## config.mk

```make
export PLATFORM = sky130hd
export DESIGN_NAME = mloop_diff
export DESIGN_NICKNAME = d
export VERILOG_FILES = /design/src/rtl/mloop_pkg.sv /design/src/rtl/rgst.sv /design/src/rtl/mloop_diff.sv
export SDC_FILE = /design/constraint.sdc
export NUM_CORES = 1
export LEC_CHECK = 0
export BUFFER_PORTS_ARGS = -buffer_cell sky130_fd_sc_hd__buf_2
export CAP_MARGIN = 20
export CORE_MARGIN = 2
export CORE_UTILIZATION = 55
export DETAILED_ROUTE_END_ITERATION = 10
export PLACE_DENSITY = 0.79
export SLEW_MARGIN = 15
export SYNTH_ARGS = -nofsm -noshare
export SYNTH_HDL_FRONTEND = slang
export SYNTH_SLANG_ARGS = --single-unit
export TNS_END_PERCENT = 1
```

## constraint.sdc

```tcl
create_clock -name clk -period 2.87 [get_ports clk]
set_input_delay 0.4305 -clock clk [delete_from_list [all_inputs] [get_ports clk]]
set_output_delay 0.4305 -clock clk [all_outputs]
set_load 0.02 [all_outputs]
```

## src/rtl/mloop_pkg.sv

```systemverilog
`default_nettype none
// ============================================================================
// Module  : mloop_pkg
// Brief   : FSM state encoding and default widths for the mloop_diff block.
// Revision: 1.0
// ============================================================================
package mloop_pkg;

    localparam int W_A = 16;
    localparam int W_X = 10;

    typedef logic [0:0] state_t;
    localparam state_t EMPTY = 1'b0;
    localparam state_t FULL  = 1'b1;

endpackage : mloop_pkg
`default_nettype wire

```

## src/rtl/rgst.sv

```systemverilog
`default_nettype none
// ============================================================================
// Module  : rgst
// Brief   : Loadable register with async reset and synchronous clear to zero.
// Revision: 1.0
// ============================================================================
module rgst #(
    parameter int w = 16
) (
    input  logic         clk,
    input  logic         rst,
    input  logic         clr,
    input  logic         ld,
    input  logic [w-1:0] d,
    output logic [w-1:0] q
);

    logic [w-1:0] r_q;

    // Clear wins over load so a restart always starts from zero.
    always_ff @(posedge clk or posedge rst) begin
        if (rst) begin
            r_q <= '0;
        end else if (clr) begin
            r_q <= '0;
        end else if (ld) begin
            r_q <= d;
        end
    end

    assign q = r_q;

endmodule : rgst
`default_nettype wire

```

## src/rtl/mloop_diff.sv

```systemverilog
`default_nettype none
// ============================================================================
// Module  : mloop_diff
// Brief   : Recovers increments from a running sum (x = a - prev) with a
//           one-deep valid/ready output stage. MLOOP_DIFF_SAT_EN selects
//           saturation of oversized increments instead of truncation.
// Revision: 1.0
// ============================================================================
module mloop_diff
    import mloop_pkg::*;
#(
    parameter int W_A = mloop_pkg::W_A,
    parameter int W_X = mloop_pkg::W_X
) (
    input  logic           clk,
    input  logic           rst,
    input  logic           clr,
    input  logic           a_valid,
    input  logic [W_A-1:0] a,
    output logic           a_ready,
    output logic           x_valid,
    output logic [W_X-1:0] x,
    input  logic           x_ready,
    output logic           ovf
);

    state_t         r_state;
    logic [W_X-1:0] r_x;
    logic           r_ovf;
    logic [W_A-1:0] w_prev;
    logic [W_A-1:0] w_diff;
    logic           w_a_xfer;
    logic           w_x_xfer;
    logic           w_big;
    logic [W_X-1:0] w_x_next;

    assign a_ready  = ~clr & ((r_state == EMPTY) | x_ready);
    assign w_a_xfer = a_valid & a_ready;
    assign w_x_xfer = (r_state == FULL) & x_ready;

    rgst #(
        .w (W_A)
    ) u_prev (
        .clk (clk),
        .rst (rst),
        .clr (clr),
        .ld  (w_a_xfer),
        .d   (a),
        .q   (w_prev)
    );

    // Modulo subtraction: a wrap of the running sum yields a small positive step.
    assign w_diff = a - w_prev;

    generate
        if (W_A > W_X) begin : g_ovf_detect
            assign w_big = |w_diff[W_A-1:W_X];
        end else begin : g_no_ovf
            assign w_big = 1'b0;
        end
    endgenerate

`ifdef MLOOP_DIFF_SAT_EN
    assign w_x_next = w_big ? {W_X{1'b1}} : w_diff[W_X-1:0];
`else
    assign w_x_next = w_diff[W_X-1:0];
`endif

    always_ff @(posedge clk or posedge rst) begin
        if (rst) begin
            r_state <= EMPTY;
            r_x     <= '0;
            r_ovf   <= 1'b0;
        end else if (clr) begin
            r_state <= EMPTY;
            r_x     <= '0;
            r_ovf   <= 1'b0;
        end else if (w_a_xfer) begin
            r_state <= FULL;
            r_x     <= w_x_next;
            r_ovf   <= r_ovf | w_big;
        end else if (w_x_xfer) begin
            r_state <= EMPTY;
        end
    end

    assign x_valid = (r_state == FULL);
    assign x       = r_x;
    assign ovf     = r_ovf;

endmodule : mloop_diff
`default_nettype wire
```

# [After elaboration in Yosys (flattened, before gate mapping)]
# Index checks and enable logic that the tools add are counted.
[totals] input_bits=21 reg_bits=28 out_inout_bits=13 elab_cells=24
[classes] add_sub_neg=1 n_bitwise=7 n_reduce_logical=3 mux=9
[ops] cell="16-bit 2-to-1 mux" count=2
[ops] cell="10-bit 2-to-1 mux" count=2
[ops] cell="16-bit subtractor" count=1
[ops] cell="6-bit OR reduction" count=1
[ops] cell="1-bit 2-to-1 mux" count=5
[ops] cell="1-bit AND" count=3
[ops] cell="3-bit nonzero test" count=1
[ops] cell="1-bit NOT" count=2
[ops] cell="1-bit bitwise OR" count=2
[ops] cell="2-bit nonzero test" count=1

# [Longest topological paths before layout]
# Gate-level depths: netlist of the first run.
[logic_depth] depth_word=6 depth_mapped=10 ltp_nobuf=10

# [By module]
# Synthesis of the first run repeated with hierarchy kept, for this count alone.
[unflattened] hier_cells=212 hier_area_um2=1971.9
[modules_own_cells] mod="mloop_diff" seq_area_each_um2=300.3 cells_per_inst=159 n_inst=1 area_each_um2=1307.5
[modules_own_cells] mod="rgst" seq_area_each_um2=400.4 cells_per_inst=53 n_inst=1 area_each_um2=664.4

# [Worst setup path after synthesis of the first run]
# No wires, ideal clock.
[synth_path] path_type="input-to-reg" from="input port a[0]" to="register r_ovf (netlist: ovf)" path_buffers=0 setup_slack_ns=0.429 setup_time_ns=0.134 stages=10 t_required_ns=2.736 t_arrival_ns=2.308 cell_sequence="inv_1 ha_1 fa_1 nor2b_1 o31a_1 o21ai_2 a31oi_1 mux2_1 nor4_2 a31oi_1"
[synth_between] elab_chain_cells=5
[synth_lines] element="from (decl)" line_no="mloop_diff.sv:19" text="input logic [W_A-1:0] a,"
[synth_lines] element="16-bit subtractor" line_no="mloop_diff.sv:53" text="assign w_diff = a - w_prev;"
[synth_lines] element="6-bit OR reduction" line_no="mloop_diff.sv:57" text="assign w_big = |w_diff[W_A-1:W_X];"
[synth_lines] element="1-bit bitwise OR" line_no="mloop_diff.sv:81" text="r_ovf <= r_ovf | w_big;"
[synth_lines] element="1-bit 2-to-1 mux" line_no="mloop_diff.sv:78" text="end else if (w_a_xfer) begin"
[synth_lines] element="1-bit 2-to-1 mux" line_no="mloop_diff.sv:74" text="end else if (clr) begin"
[synth_lines] element="to (signal assigned)" line_no="mloop_diff.sv:81"
[synth_lines] element="to (decl)" line_no="mloop_diff.sv:29" text="logic r_ovf;"
# Every way passes these cells. The select of a mux whose other input is x is not followed.
# A chain may end at the register's enable or synchronous reset.

# [Worst setup path in the final report of the first run]
[layout_path] from="register u_prev.r_q[0] (netlist: u_prev.q[0])" to="register r_ovf (netlist: ovf)"
[layout_between] elab_chain_cells=5
[layout_lines] element="from (decl)" line_no="rgst.sv:18" text="logic [w-1:0] r_q;"
[layout_lines] element="from (signal assigned)" line_no="rgst.sv:23" text="r_q <= '0;"
[layout_lines] element="from (signal assigned)" line_no="rgst.sv:25" text="r_q <= '0;"
[layout_lines] element="from (signal assigned)" line_no="rgst.sv:27" text="r_q <= d;"
[layout_lines] element="16-bit subtractor" line_no="mloop_diff.sv:53"
[layout_lines] element="6-bit OR reduction" line_no="mloop_diff.sv:57"
[layout_lines] element="1-bit bitwise OR" line_no="mloop_diff.sv:81"
[layout_lines] element="1-bit 2-to-1 mux" line_no="mloop_diff.sv:78"
[layout_lines] element="1-bit 2-to-1 mux" line_no="mloop_diff.sv:74"
# Every way passes these cells. The select of a mux whose other input is x is not followed.

==> qor.txt, run 1 <==
Final-stage net count -> 282
Yosys warnings -> 0
First-pass GRT wire length -> 6770 um
Max clock buf depth -> 2
Dpl cell area -> 2070 um^2
Vias/cell -> 5.56
DR WL/cell -> 12.8 um
Post-Syn Area -> 1860 um^2
Overall Global Routing Usage -> 21.4%
Routed Antenna Nets -> 0
Mux cell area share after synthesis -> 1.14%
Syn_area_per_cell -> 8.73 um^2
Pleak -> 0.987 nW
Dpl hpwl -> 2820 um
Gpl congestion -> 0.942
Top cells by area, synth -> dfrtp_1 38%, ha_1 10%, nand2_1 4.8%
Worst Setup End Kind -> register
Main combinational cell family by area after synthesis -> compound AO/OA/AOI/OAI gates
Initial Util -> 56.6%
Adder-cell share of the synthesized area -> 11.2%
# diodes -> 0
Final global-route overflow total -> 0
Simple-Gate Fraction of Synth Area -> 17.1%
Die W -> 62.2 um
Final Hold Viols -> 0
Fin crit share -> 88.8%
CP Data Arrival Time -> 2.77 ns
IO Count -> 34
Synth cell types -> 39
Core footprint -> 3280 um^2
DR pass1 iterations -> 5
CTS Buf Count -> 3
Min Tclk post-route -> 2.55 ns
Final Max Tran Viols -> 0
Max VDD drop -> 0.000171 V
Die Y -> 62.2 um
XOR/XNOR share of the synthesized area -> 4.71%
Number of global-route vias before repair -> 1543
DRC viols -> 0
Worst slew pin tran -> 0.545 ns
Clock slew at reported path FFs -> 0.14 ns
Row count -> 21
H-Tree Depth -> 1
Crit Path Class -> reg2reg
Placed insts -> 286
CP Launch Type -> register
Power density over the cells -> 453 nW/um^2
Fill cell count -> 298
Max transition margin -> 63.7%
Flop2flop setup slack -> 0.32 ns
Status -> finished clean
Area Overhead vs Synth -> 12.5%
Input/output buffers -> 33
Post-synthesis compound-gate area fraction -> 22.3%
Post-Synthesis Cells -> 213
Final setup vio count -> 0
Routed wire length -> 3710 um
Worst-Skew Late Latency -> 0.33 ns
RSZ-0062 raised after global routing -> false
Seq cells post-synth -> 28
Vias -> 1606
Clock Sinks -> 28
Setup Fix Bufs, Post-CTS -> 0
Clock skew -> 0.00511 ns
Fin area -> 2090 um^2
Starting DRT DRC Count -> 102
Fraction of layout cells with a size suffix above 1 -> 20.2%
R2R depth -> 9
Share of the synthesized area in the top cell type -> 37.7%
Final std cells w/o fill -> 289
Worst-path fanout max -> 4
Gates resized, CTS repair -> 0
Required time worst endpoint -> 3.09 ns
Sequential-to-total area share from yosys stat -> 37.7%
Clk root buf -> clkbuf_4
Max-Cap Viols -> 0
Antenna violations before repair -> 0
HP Class -> in2async
Hold_buf cts -> 0
Synth area leader -> dfrtp_1
CTS tree -> yes
Syn Nets -> 250
Final setup TNS -> 0 ns
Fmax -> 0.392 GHz
Largest net degree at the start of global routing -> 29
Die footprint -> 3860 um^2
-- synth_stat cells, drive strengths merged --
cell type,n
a211o,1
a211oi,1
a21o,3
a21oi,14
a221oi,1
a31o,1
a31oi,4
a41oi,2
and2,1
and3,1
buf,1
clkbuf,8
dfrtp,28
fa,1
ha,15
inv,20
mux2,1
mux2i,1
nand2,24
nand2b,2
nand3,17
nor2,13
nor2b,3
nor3,3
nor4,2
o21a,6
o21ai,14
o22ai,1
o31a,1
o31ai,13
xnor2,5
xor2,5
-- report_power, final --
group          total [mW]  switching [mW]  internal [mW]
Sequential          0.445          0.0158          0.429
Clock               0.161           0.111         0.0493
Combinational       0.343           0.206          0.137
Total               0.949           0.334          0.615
-- through the flow --
stage	hold slack [ns]	worst slack [ns]	util [%]	power [mW]
floorplan	0.473	0.429	-	0.706
global placement	0.477	0.253	63.0	0.787
detailed placement	0.491	0.175	63.0	0.793
CTS	0.149	0.330	63.7	0.954
global route	0.161	0.132	63.7	1.02
finish	0.140	0.322	63.7	0.949
-- per-layer routing --
layer	share of wire, %	vias to the layer above	GRT usage, %
met1	47	739	29.8
met3	4.3	4	1.81
met4	0.86	0	6.94
met2	47	53	35.5
met5	0	-	0
li1	-	810	-
-- cells by family (layout without fill, tap and decap cells) --
group,count (synthesis),in the layout
XOR/XNOR,10,10
buffers and inverters,29,59
AND/OR/NAND/NOR,66,66
AO/OA/AOI/OAI,62,62
multiplexers,2,2
flip-flops,28,28
adder cells (fa/ha/maj),16,16
-- layout make-up --
type                            instances  area (um^2)  area share (%)
Clock buffer                            3         22.5            1.08
Inverter                               20         75.1            3.59
Multi-Input combinational cell        156         1050            50.1
Sequential cell                        28          701            33.5
Tap cell                               46         57.6            2.75
Timing Repair Buffer                   36          188            8.97
-- cells in the final DEF (no fill, tap or decap), types with 2 or more instances in the layout --
cell type / synthesis / layout
a31oi_1: 4 / 4
nand2_1: 24 / 24
xor2_1: 5 / 5
dfrtp_1: 28 / 28
nor2b_1: 3 / 3
buf_2: 1 / 33
inv_1: 19 / 19
o31ai_1: 12 / 12
nor3_1: 3 / 3
o21a_1: 6 / 6
xnor2_1: 5 / 5
a21o_2: 2 / 2
clkbuf_4: 0 / 3
a41oi_1: 2 / 2
nor2_1: 13 / 13
o21ai_1: 4 / 4
ha_1: 15 / 15
buf_4: 0 / 3
a21oi_1: 14 / 14
o21ai_0: 9 / 9
nand2b_1: 2 / 2
nand3_1: 16 / 16
-- registers in the layout, summed over array words and instances (netlist names) --
register  cells
ovf           1
x            10
x_valid       1
u_prev.q     16
-- critical path: stages (launching register included) --
cell,delay [ns]
dfrtp_1,0.42
ha_1,0.22
fa_1,0.40
nor2b_1,0.16
o31a_1,0.22
o21ai_2,0.09
a31oi_1,0.20
mux2_1,0.35
nor4_2,0.27
a31oi_1,0.11
-- path summary, 6_finish.rpt --
path	startpoint	endpoint
hold / removal	rst	x[8]
min in group clk	a[11]	u_prev.q[11]
setup reg to reg	u_prev.q[0]	ovf
hold reg to reg	x[1]	x[1]
max in group asynchronous	rst	u_prev.q[6]
setup / recovery	u_prev.q[0]	ovf
Power figures use the tool's default switching activity.
==> run 2: changes to the inputs <==
--- a/config.mk
+++ b/config.mk
@@ -5,6 +5,7 @@
 export SDC_FILE = /design/constraint.sdc
 export NUM_CORES = 1
 export LEC_CHECK = 0
+export ABC_AREA = 0
 export BUFFER_PORTS_ARGS = -buffer_cell sky130_fd_sc_hd__buf_2
 export CAP_MARGIN = 20
 export CORE_MARGIN = 2
==> constraint.sdc (replaced) <==
create_clock -name clk -period 2.87 [get_ports clk]
set_input_delay 0.1435 -clock clk [delete_from_list [all_inputs] [get_ports clk]]
set_output_delay 0.1435 -clock clk [all_outputs]
set_load 0.02 [all_outputs]
==> qor.txt, run 2 (same netlist as run 1, synthesis figures left out) <==
Status -> finished clean
Die W -> 62.2 um
Min Tclk post-route -> 2.49 ns
Final Hold Viols -> 0
Final-stage net count -> 283
Power Total -> 1.05 mW
Gpl congestion -> 0.948
Worst-Skew Late Latency -> 0.34 ns
Initial Util -> 56.6%
Commonest non-fill, non-tap cell in the layout -> buf_2
DR pass1 iterations -> 6
Pleak -> 1.00 nW
Crit Path Class -> reg2reg
Max transition margin -> 62.9%
Setup ws final -> 0.379 ns
Number of global-route vias before repair -> 1506
Most frequent cells in the layout -> 33 x buf_2, 28 x dfrtp_1, 24 x nand2_1, 18 x inv_1, 16 x nand3_1
DRC viols -> 0
RSZ-0062 raised after global routing -> false
Clk root buf -> clkbuf_4
Starting DRT DRC Count -> 117
Final setup TNS -> 0 ns
Input/output buffers -> 33
Area Overhead vs Synth -> 15.1%
Largest net degree at the start of global routing -> 29
Worst Setup End Kind -> register
HP Class -> in2reg
Clock slew at reported path FFs -> 0.16 ns
Power density over the cells -> 492 nW/um^2
Required time worst endpoint -> 3.10 ns
CTS tree -> yes
CP Launch Type -> register
DR WL/cell -> 12.7 um
WHS -> 0.0100 ns
CP Data Arrival Time -> 2.72 ns
Die footprint -> 3860 um^2
Worst-path fanout max -> 4
Die Y -> 62.2 um
Max reg flops -> 16
Fin crit share -> 86.8%
Final global-route overflow total -> 0
Antenna violations before repair -> 0
Vias -> 1575
Dpl hpwl -> 2830 um
Routed wire length -> 3680 um
Max clock buf depth -> 2
Dpl ws -> 0.397 ns
Worst slew pin tran -> 0.552 ns
Setup Fix Bufs, Post-CTS -> 0
Fmax -> 0.402 GHz
Fill cell count -> 283
IO Count -> 34
Routed Antenna Nets -> 0
Final Max Tran Viols -> 0
Clock skew -> 0.00472 ns
Vias/cell -> 5.41
Clock Sinks -> 28
Row count -> 21
First-pass GRT wire length -> 6410 um
Max VDD drop -> 0.000219 V
Core footprint -> 3280 um^2
Fraction of layout cells with a size suffix above 1 -> 20.4%
Overall Global Routing Usage -> 20.1%
Final setup vio count -> 0
CTS Buf Count -> 3
# diodes -> 0
Max-Cap Viols -> 0
H-Tree Depth -> 1
[run 2: cell types whose count changed in the layout (fill, tap and decap cells not counted), sizes merged]
cell	before	now
clkinv	0	1
bufinv	0	1
dlygate4sd3	0	1
inv	20	19
[run 2: timing repair]
item / 4_1_cts / 5_1_grt
hold buffers: 0 / 1
hold endpoints to repair: 0 / 14
resized for setup: 0 / 0
[run 2: area by class of cell]
type | count | area [um^2] | area share [%]
Inverter | 20 | 75.1 | 3.51
Clock inverter | 1 | 30.0 | 1.40
Sequential cell | 28 | 701 | 32.7
Clock buffer | 3 | 22.5 | 1.05
Multi-Input combinational cell | 156 | 1050 | 49.0
Timing Repair Buffer | 37 | 205 | 9.59
Tap cell | 46 | 57.6 | 2.69
[run 2: routing by layer]
metal | track usage (%) | vias up | part of all wire (%)
li1 | - | 813 | -
met1 | 27.4 | 710 | 49
met2 | 32.5 | 43 | 44
met3 | 2.90 | 9 | 4.8
met4 | 7.78 | 0 | 1.9
met5 | 0 | - | 0
[run 2: path summary, 6_finish.rpt]
path                             startpoint            to  slack (ns)  cells after the start
worst max register to register  u_prev.q[0]           ovf        0.38                      9
min in group asynchronous               rst          x[5]        0.31                      3
worst max-delay path            u_prev.q[0]           ovf        0.38                      9
worst min register to register         x[0]          x[0]        0.52                      2
worst min-delay path                  a[15]  u_prev.q[15]        0.01                      3
max in group asynchronous               rst   u_prev.q[6]        2.13                      4
[run 2: stage by stage]
step / cells / utilization, % / cell area [um^2]
6_report: 291 / 65.2 / 2140
5_1_grt: 291 / 65.2 / 2140
3_3_place_gp: 285 / 62.8 / 2060
2_1_floorplan: 213 / - / 1860
4_1_cts: 289 / 64.4 / 2120
3_5_place_dp: 285 / 62.8 / 2060
[run 2: critical path: stages, from the launching register on]
cell and delay [ns]:
dfrtp_1 0.41, ha_1 0.22, fa_1 0.40, nor2b_1 0.16
o31a_1 0.21, o21ai_2 0.09, a31oi_1 0.18, mux2_1 0.35
nor4_2 0.26, a31oi_1 0.10
[run 2: report_power, final]
part           switching (mW)  internal, mW
registers              0.0151         0.429
logic                   0.206         0.139
clock network           0.123         0.141
